`config.mk`:
```
export PLATFORM = sky130hd
export DESIGN_NAME = btn_click_decoder
export DESIGN_NICKNAME = d
export VERILOG_FILES = /design/src/rtl/btn_click_decoder.sv
export SDC_FILE = /design/constraint.sdc
export NUM_CORES = 1
export LEC_CHECK = 0
export CORE_UTILIZATION = 49
export CTS_CLUSTER_SIZE = 10
export DETAILED_ROUTE_END_ITERATION = 16
export PLACE_DENSITY = 0.79
export SETUP_SLACK_MARGIN = 0.2
export SLEW_MARGIN = 20
export SYNTH_ARGS = -nofsm -noshare
export SYNTH_HDL_FRONTEND = slang
export SYNTH_SLANG_ARGS = --single-unit
```
`constraint.sdc`:
```
create_clock -name clk -period 2.5 [get_ports clk]
set_input_delay 0.375 -clock clk [delete_from_list [all_inputs] [get_ports clk]]
set_output_delay 0.375 -clock clk [all_outputs]
set_load 0.1 [all_outputs]
```
`src/rtl/btn_click_decoder.sv`:
```
// ---------------------------------------------------------------------------
// btn_click_decoder
// Converts raw mouse position and left-button level into one-cycle
// DEAL / HIT / STAND command pulses, and reports which enabled button is
// under the cursor (hover) and which button is currently armed (pressed).
//
// Ports:
//   clk      in   system (pixel) clock
//   rst      in   asynchronous active-high reset
//   xpos     in   [11:0] mouse x, asynchronous to clk
//   ypos     in   [11:0] mouse y, asynchronous to clk
//   left     in   mouse left-button level, asynchronous to clk
//   phase    in   0 = betting (DEAL enabled), 1 = playing (HIT/STAND enabled)
//   deal     out  one-cycle DEAL pulse
//   hit      out  one-cycle HIT pulse
//   stand    out  one-cycle STAND pulse
//   hover    out  [1:0] enabled button under cursor (0 none,1 DEAL,2 HIT,3 STAND)
//   pressed  out  [1:0] armed button, 0 when not armed
// ---------------------------------------------------------------------------
module btn_click_decoder #(
   parameter int BTN1_X          = 100,
   parameter int BTN2_X          = 300,
   parameter int BTN3_X          = 500,
   parameter int BTN_Y           = 400,
   parameter int BTN_W           = 100,
   parameter int BTN_H           = 50,
   parameter int COOLDOWN_CYCLES = 4_000_000
) (
   input  logic        clk,
   input  logic        rst,
   input  logic [11:0] xpos,
   input  logic [11:0] ypos,
   input  logic        left,
   input  logic        phase,
   output logic        deal,
   output logic        hit,
   output logic        stand,
   output logic [1:0]  hover,
   output logic [1:0]  pressed
);

   localparam int              CNT_W    = (COOLDOWN_CYCLES > 1) ? $clog2(COOLDOWN_CYCLES) : 1;
   localparam logic [CNT_W-1:0] CNT_LOAD = CNT_W'(COOLDOWN_CYCLES - 1);

   // 13-bit bounds so that left edge + width cannot wrap
   localparam logic [12:0] X1_LO = 13'(BTN1_X);
   localparam logic [12:0] X1_HI = 13'(BTN1_X + BTN_W);
   localparam logic [12:0] X2_LO = 13'(BTN2_X);
   localparam logic [12:0] X2_HI = 13'(BTN2_X + BTN_W);
   localparam logic [12:0] X3_LO = 13'(BTN3_X);
   localparam logic [12:0] X3_HI = 13'(BTN3_X + BTN_W);
   localparam logic [12:0] Y_LO  = 13'(BTN_Y);
   localparam logic [12:0] Y_HI  = 13'(BTN_Y + BTN_H);

   typedef enum logic [1:0] {
      S_IDLE     = 2'd0,
      S_ARMED    = 2'd1,
      S_BLOCKED  = 2'd2,
      S_COOLDOWN = 2'd3
   } state_t;

   // Button code is enabled in the given phase
   function automatic logic btn_enabled(input logic [1:0] code, input logic ph);
      logic en;
      case (code)
         2'd1:    en = ~ph;
         2'd2:    en = ph;
         2'd3:    en = ph;
         default: en = 1'b0;
      endcase
      return en;
   endfunction

   logic [11:0]      r_x_m, r_x_s, r_y_m, r_y_s;
   logic             r_left_m, r_left_s, r_left_prev;
   state_t           r_state, w_state_nxt;
   logic [1:0]       r_armed, w_armed_nxt;
   logic [CNT_W-1:0] r_cnt, w_cnt_nxt;
   logic             r_deal, r_hit, r_stand;
   logic [1:0]       r_hover, r_pressed;

   logic [12:0]      w_x, w_y;
   logic             w_in_y;
   logic [1:0]       w_r, w_re;
   logic             w_rise, w_fall;
   logic [1:0]       w_cmd;
   logic [1:0]       w_pressed_nxt;

   // Two-flop alignment of the asynchronous mouse inputs; all three move together
   always_ff @(posedge clk or posedge rst) begin
      if (rst) begin
         r_x_m       <= 12'd0;
         r_x_s       <= 12'd0;
         r_y_m       <= 12'd0;
         r_y_s       <= 12'd0;
         r_left_m    <= 1'b0;
         r_left_s    <= 1'b0;
         r_left_prev <= 1'b0;
      end else begin
         r_x_m       <= xpos;
         r_x_s       <= r_x_m;
         r_y_m       <= ypos;
         r_y_s       <= r_y_m;
         r_left_m    <= left;
         r_left_s    <= r_left_m;
         r_left_prev <= r_left_s;
      end
   end

   assign w_x    = {1'b0, r_x_s};
   assign w_y    = {1'b0, r_y_s};
   assign w_in_y = (w_y >= Y_LO) && (w_y < Y_HI);
   assign w_rise = r_left_s & ~r_left_prev;
   assign w_fall = ~r_left_s & r_left_prev;

   // Hit-test against the button rectangles, then mask by phase enable
   always_comb begin
      w_r = 2'd0;
      if (w_in_y && (w_x >= X1_LO) && (w_x < X1_HI)) begin
         w_r = 2'd1;
      end else if (w_in_y && (w_x >= X2_LO) && (w_x < X2_HI)) begin
         w_r = 2'd2;
      end else if (w_in_y && (w_x >= X3_LO) && (w_x < X3_HI)) begin
         w_r = 2'd3;
      end else begin
         w_r = 2'd0;
      end
      if (btn_enabled(w_r, phase)) begin
         w_re = w_r;
      end else begin
         w_re = 2'd0;
      end
   end

   // State register with armed button and cooldown counter
   always_ff @(posedge clk or posedge rst) begin
      if (rst) begin
         r_state <= S_IDLE;
         r_armed <= 2'd0;
         r_cnt   <= '0;
      end else begin
         r_state <= w_state_nxt;
         r_armed <= w_armed_nxt;
         r_cnt   <= w_cnt_nxt;
      end
   end

   // Next-state logic
   always_comb begin
      w_state_nxt = r_state;
      w_armed_nxt = r_armed;
      w_cnt_nxt   = r_cnt;
      case (r_state)
         S_IDLE: begin
            if (w_rise && (w_re != 2'd0)) begin
               w_state_nxt = S_ARMED;
               w_armed_nxt = w_re;
            end else if (w_rise) begin
               w_state_nxt = S_BLOCKED;
            end else begin
               w_state_nxt = S_IDLE;
            end
         end
         S_ARMED: begin
            // A phase change disarms before a same-cycle release is considered
            if (!btn_enabled(r_armed, phase)) begin
               w_state_nxt = S_BLOCKED;
            end else if (w_fall && (w_re == r_armed)) begin
               w_state_nxt = S_COOLDOWN;
               w_cnt_nxt   = CNT_LOAD;
            end else if (w_fall) begin
               w_state_nxt = S_IDLE;
            end else begin
               w_state_nxt = S_ARMED;
            end
         end
         S_BLOCKED: begin
            if (w_fall) begin
               w_state_nxt = S_IDLE;
            end else begin
               w_state_nxt = S_BLOCKED;
            end
         end
         S_COOLDOWN: begin
            // A press begun during lockout must be released before it counts
            if (r_cnt == '0) begin
               w_state_nxt = r_left_s ? S_BLOCKED : S_IDLE;
            end else begin
               w_cnt_nxt   = r_cnt - {{(CNT_W-1){1'b0}}, 1'b1};
            end
         end
         default: begin
            w_state_nxt = S_IDLE;
            w_armed_nxt = 2'd0;
            w_cnt_nxt   = '0;
         end
      endcase
   end

   // Output decode: command to fire on this edge and next pressed code
   always_comb begin
      w_cmd = 2'd0;
      if ((r_state == S_ARMED) && btn_enabled(r_armed, phase) && w_fall && (w_re == r_armed)) begin
         w_cmd = r_armed;
      end else begin
         w_cmd = 2'd0;
      end
      if (w_state_nxt == S_ARMED) begin
         w_pressed_nxt = w_armed_nxt;
      end else begin
         w_pressed_nxt = 2'd0;
      end
   end

   // Registered outputs
   always_ff @(posedge clk or posedge rst) begin
      if (rst) begin
         r_deal    <= 1'b0;
         r_hit     <= 1'b0;
         r_stand   <= 1'b0;
         r_hover   <= 2'd0;
         r_pressed <= 2'd0;
      end else begin
         r_deal    <= (w_cmd == 2'd1);
         r_hit     <= (w_cmd == 2'd2);
         r_stand   <= (w_cmd == 2'd3);
         r_hover   <= w_re;
         r_pressed <= w_pressed_nxt;
      end
   end

   assign deal    = r_deal;
   assign hit     = r_hit;
   assign stand   = r_stand;
   assign hover   = r_hover;
   assign pressed = r_pressed;

endmodule

```
Word level (Yosys, flattened, before mapping)
Cells that the tools add are included.
- register bits after elaboration: 84
- word-level logic and storage cells: 89
- output and inout bits: 7
- eq/ne operators: 17
- $lt $le $gt $ge: 8
- bitwise operators: 5
- add/sub/neg operators: 1
- reduce and logical (&&, ||, !) cells: 19
- multiplexer cells: 24
- operators with widths (operator ; count):
    2-to-1 mux 22 bit ; 3
    one-hot mux 22 bit (2 select lines) ; 1
    greater-or-equal comparator 12 x 9 -> 1 bit (second input constant) ; 3
    2-to-1 mux 2 bit ; 15
    < comparator 12 x 9 -> 1 bit (second input constant) ; 2
    zero test 22 bit ; 1
    subtractor 22 x 1 -> 22 bit (second input constant) ; 1
    == test 2 bit (second input constant) ; 8
    greater-or-equal comparator 12 x 7 -> 1 bit (second input constant) ; 1
    logical AND 1 bit ; 12
    < comparator 12 x 10 -> 1 bit (second input constant) ; 1
    < comparator 12 x 8 -> 1 bit (second input constant) ; 1
    == test 2 x 1 -> 1 bit (second input constant) ; 5
    one-hot mux 2 bit (4 select lines) ; 1
    != test 2 bit (second input constant) ; 3
    one-hot mux 1 bit (2 select lines) ; 2
    AND reduction 4 bit ; 1
    nonzero test 2 bit ; 2
    OR reduction 2 bit ; 2
    NOT 1 bit ; 3
    AND 1 bit ; 2
    == test 2 bit ; 1
    zero test 2 bit ; 1
    2-to-1 mux 1 bit ; 2

Depth between registers and ports, before layout
- depth in word-level cells: 18
- mapped depth: 9

Worst setup path after synthesis
OpenSTA, ideal clock, no wires.
- path kind: flip-flop to flip-flop
- from: reg r_cnt[6]
- to: reg r_cnt[20]
- setup time: 0.120 ns
- data required time: 2.380 ns
- period minus slack after synthesis: 2.383 ns
- arrival: 2.264 ns
- slack: 0.117 ns
- cell stages (with the launch flop): 8
- path through: dfrtp_1 > or4_4 > or4_1 > buf_2 > or3_4 > nor3_1 > xnor2_1 > nand2_1
- cells in the longest elaborated chain, start to end: 3
- elaborated cells between the ends (all ways): 6
- classes of those cells: 1 x add/sub; 1 x eq/ne; 2 x mux; 2 x reduce/logical
- RTL lines (item ; line ; RTL):
    start: declaration ; 78 ; logic [CNT_W-1:0] r_cnt, w_cnt_nxt;
    start signal: assignment ; 144 ; r_cnt <= w_cnt_nxt;
    subtractor 22 x 1 -> 22 bit or zero test 22 bit (tied branches) ; 189, 186 ;
    2-to-1 mux 22 bit or != test 2 bit (tied branches) ; n/a ;
    one-hot mux 22 bit (2 select lines) or AND reduction 4 bit (tied branches) ; n/a ;
Parallel ways exist; a longest one is shown, timed or not. The select of a mux whose other input is x is not followed.
A chain may end at the register's enable or synchronous reset.

Worst setup path in the final report
- from: reg r_y_s[3]
- to: reg r_cnt[5]
- cells in the longest elaborated chain, start to end: 15
- elaborated cells between the ends (all ways): 22
- classes of those cells: 2 x order compare; 5 x eq/ne; 5 x mux; 10 x reduce/logical
- RTL lines (item ; line ; RTL):
    start: declaration ; 74 ; logic [11:0] r_x_m, r_x_s, r_y_m, r_y_s;
    start signal: assignment ; 103 ; r_y_s <= r_y_m;
    greater-or-equal comparator 12 x 9 -> 1 bit or < comparator 12 x 9 -> 1 bit (tied branches) ; 112 ; assign w_in_y = (w_y >= Y_LO) && (w_y < Y_HI);
    logical AND 1 bit (*) ; 112 ;
    logical AND 1 bit (2 in series) ; 123 ; end else if (w_in_y && (w_x >= X3_LO) && (w_x < X3_HI)) begin
    2-to-1 mux 2 bit ; 123 ;
    2-to-1 mux 2 bit ; 121 ; end else if (w_in_y && (w_x >= X2_LO) && (w_x < X2_HI)) begin
    2-to-1 mux 2 bit (*) ; 119 ; if (w_in_y && (w_x >= X1_LO) && (w_x < X1_HI)) begin
    == test 2 bit ; 65 ; case (code)
    OR reduction 2 bit (no source line) ; n/a ;
    one-hot mux 1 bit (2 select lines) ; 65 ;
    2-to-1 mux 2 bit (*) ; 128 ; if (btn_enabled(w_r, phase)) begin
    == test 2 bit (*) ; 168 ; end else if (w_fall && (w_re == r_armed)) begin
    logical AND 1 bit (*) ; 168 ;
    != test 2 bit (no source line) (*) ; n/a ;
    AND reduction 4 bit (no source line) (*) ; n/a ;
Mark *: on every way between the ends. The rest lies on a longest branch, timed or not.

==> results_dict.tcl <==
set metrics [dict create \
    cts.path.max_buffers 2 \
    yosys_warnings 0 \
    max_freq_ghz 0.409 \
    worst_slack_ns 0.0526 \
    tightestPinTransition_ns 0.585 \
    holdPathStages 0 \
    synthSimpleGateAreaFrac_pct 17.6 \
    wl_met2_um 2820 \
    place_congestion 0.881 \
    synthAdderAreaFrac_pct 0.410 \
    final.min_clock_period_ns 2.45 \
    synth_top_family_by_area "simple AND/OR/NAND/NOR gates" \
    synth_ff_type "dfrtp_1" \
    hp-class "reg -> reg" \
    grt_max_degree 53 \
    core_area_um2 5960 \
    wl_um 5890 \
    end_kind "flip-flop" \
    drive_gt1_share_pct 26.5 \
    crit_family "simple AND/OR/NAND/NOR gates" \
    start_util_pct 51.3 \
    path_cells "or4b_4, mux2i_4, buf_4, nand2_2, nor2_4, a21oi_2, or4_4, buf_8, nand3_1" \
    worst-path-buf-inv 2 \
    syn_avg_cell_area_um2 12.4 \
    synth.largest_area_cell "dfrtp_1" \
    slowest_delay_ns 0.56 \
    final_nets 345 \
    synth_top_area_share_pct 63.9 \
    antenna_found_initial 0 \
    critPathLaunchType "flip-flop" \
    drc 0 \
    r2r_end "r_cnt[5]" \
    dieArea_um2 6560 \
    p_per_area_nw_per_um2 585 \
    hp-start "r_x_m[5]" \
    status "finished clean" \
    rows 28 \
    power_leakage_nw 1.66 \
    ys_seq_elements 78 \
    hold_end "r_x_s[5]" \
    ys_types 52 \
    synth_area_um2 3060 \
    fin_cells 396 \
    wl_met1_um 2630 \
    viasPerCell 5.32 \
    grtUsageTotal_pct 20.1 \
    die_w_um 81.0 \
    yosysSeqAreaShare_pct 63.9 \
    synthTopCellsByArea "dfrtp_1 64%, xnor2_1 4.6%, nor2_1 2.5%" \
    cts_buffers 9 \
    clock-sinks 78 \
    area_growth_pct 31.9 \
    synth_edf_count 0 \
    dpl_worst_slack_ns -0.0188 \
    wl_per_cell_um 14.9 \
    synth_compound_area_share_pct 8.35 \
    met3_length_um 295 \
    crit_required_ns 2.79 \
    place_inst 370 \
    first_pass_iters 4 \
    ctsRootBufferMaster "clkbuf_8" \
    drt_iter0_markers 118 \
    num_io_pins 35 \
    slowest_stage "or4_4" \
    criticalPathCategory "reg -> reg" \
    routed.top_layer "met4" \
    syn-instance-count 246 \
    hold_buffers 0 \
    htree_num_levels 3 \
    finalSetupViolCount 0 \
    syn_nets 275 \
    fin_skew_ns 0.00623 \
    first_global_vias 2115 \
    cp.arrival_ns 2.74 \
    hpwl_um 3780 \
    r2r_cells 9 \
    drv_slew 0 \
    finalCritPeriodShare_pct 97.9 \
    grt.overflow.total 0 \
    clock_latency_ns 0.35 \
    ir_drop_uv 527 \
    grt_pass1_wl_um 9650 \
    io_buffer_count 31 \
    ant_nets 0 \
    synthArstFlopShare_pct 100 \
    finalHoldViolCount 0 \
    reg2reg_from "r_y_s[3]" \
    synthMuxAreaShare_pct 2.13 \
    path_max_fanout 12 \
    r2r_slack_ns 0.05 \
    diodes 0 \
    cts.clk_slew.worst_paths_ns 0.07 \
    vias 2105 \
    final_core_util_pct 67.7 \
    fp.dieH_um 81.0 \
    slew_headroom_pct 60.9 \
    synth_xor_area_share_pct 5.73 \
    cts_tree "yes" \
    maxCapViolCount 0 \
    rsz0062_at_grt "true" \
]
-- layout make-up --
| cell class | count | area, um^2 |
|---|---|---|
| sequential | 78 | 1950 |
| clock buffer | 12 | 145 |
| timing repair buffer | 62 | 562 |
| fill | 413 | 1920 |
| clock inverter | 4 | 55.1 |
| tap | 75 | 93.8 |
| inverter | 10 | 41.3 |
| multi-input combinational | 155 | 1180 |
-- synthesized netlist by cell type, drive strengths merged (4+ instances only) --
library cell and number:
nor3 15, xor2 4, or3 4, nand3 5, dfrtp 78, nor2 20
or4 5, nand2b 4, inv 10, nand2 20, nor4 8, xnor2 16
a21oi 8
-- worst reg2reg max path: stages, from the launching register on --
cell and delay (ns):
dfrtp_1 0.37, or4b_4 0.55, mux2i_4 0.21, buf_4 0.15, nand2_2 0.07, nor2_4 0.15
a21oi_2 0.09, or4_4 0.56, buf_8 0.17, nand3_1 0.07
-- report_power, final --
part	total (mW)	leakage, nW	switching [mW]	internal, mW
logic	0.106	0.681	0.0497	0.0559
clock network	0.932	0.0972	0.438	0.494
registers	1.32	0.878	0.0208	1.30
-- what timing repair did --
| item | CTS | global route |
|---|---|---|
| endpoints found under the setup margin | 27 | 28 |
| gates resized for setup | 21 | 6 |
| setup buffers | 9 | 1 |
| pin swaps | 8 | 4 |
-- metal layers --
metal	GRT usage [%]	vias up
li1	-	1018
met1	26.0	1014
met2	31.1	60
met3	5.51	13
met4	10.5	0
met5	0	-
-- state kept, by name (all words and copies together) (netlist names) --
| name | cells |
|---|---|
| r_left_s | 1 |
| r_left_prev | 1 |
| r_y_s | 11 |
| r_state | 2 |
| stand | 1 |
| r_x_s | 10 |
| r_y_m | 11 |
| hover | 2 |
| r_left_m | 1 |
| hit | 1 |
| r_armed | 2 |
| deal | 1 |
| pressed | 2 |
| r_cnt | 22 |
| r_x_m | 10 |
-- per-stage QoR --
stage	hold slack (ns)	TNS, ns	total power [mW]	area, um^2
2_1_floorplan	0.331	0	1.38	3080
3_5_place_dp	0.335	-0.0740	1.44	3620
3_3_place_gp	0.333	0	1.44	3620
5_1_grt	0.357	-0.140	2.45	4030
4_1_cts	0.352	0	2.38	3990
6_report	0.350	0	2.36	4030
-- logic make-up after synthesis --
| group | Yosys count |
|---|---|
| xor gates and xnor gates | 20 |
| and+or+nand+nor | 97 |
| AOI/OAI and AO/OA | 32 |
| buffers and inverters | 13 |
| adders and majority gates | 1 |
| DFF | 78 |
| muxes | 5 |
-- cells in the final DEF (no fill, tap or decap), drive strengths merged, types with 3 or more instances in the layout --
cell type and n:
a21oi 8, buf 38, clkbuf 12, clkdlybuf4s50 24, dfrtp 78, inv 10
mux2i 3, nand2 20, nand2b 4, nand3 5, nand4b 3, nor2 20
nor3 15, nor3b 3, nor4 8, o21ai 3, o31ai 3, or3 4
or4 5, xnor2 16, xor2 4
-- worst max-delay path by stage --
stage	from	end	slack, ns	cells past startpoint
after floorplan	r_cnt[6]	r_cnt[20]	0.13	8
after global placement	phase	r_cnt[5]	0.04	9
after detailed placement	phase	r_cnt[5]	-0.02	9
after CTS	r_cnt[6]	r_cnt[20]	0.1	7
after global routing	r_y_s[3]	r_cnt[5]	-0.03	9
final	r_y_s[3]	r_cnt[5]	0.05	9
Power figures use the tool's default switching activity.
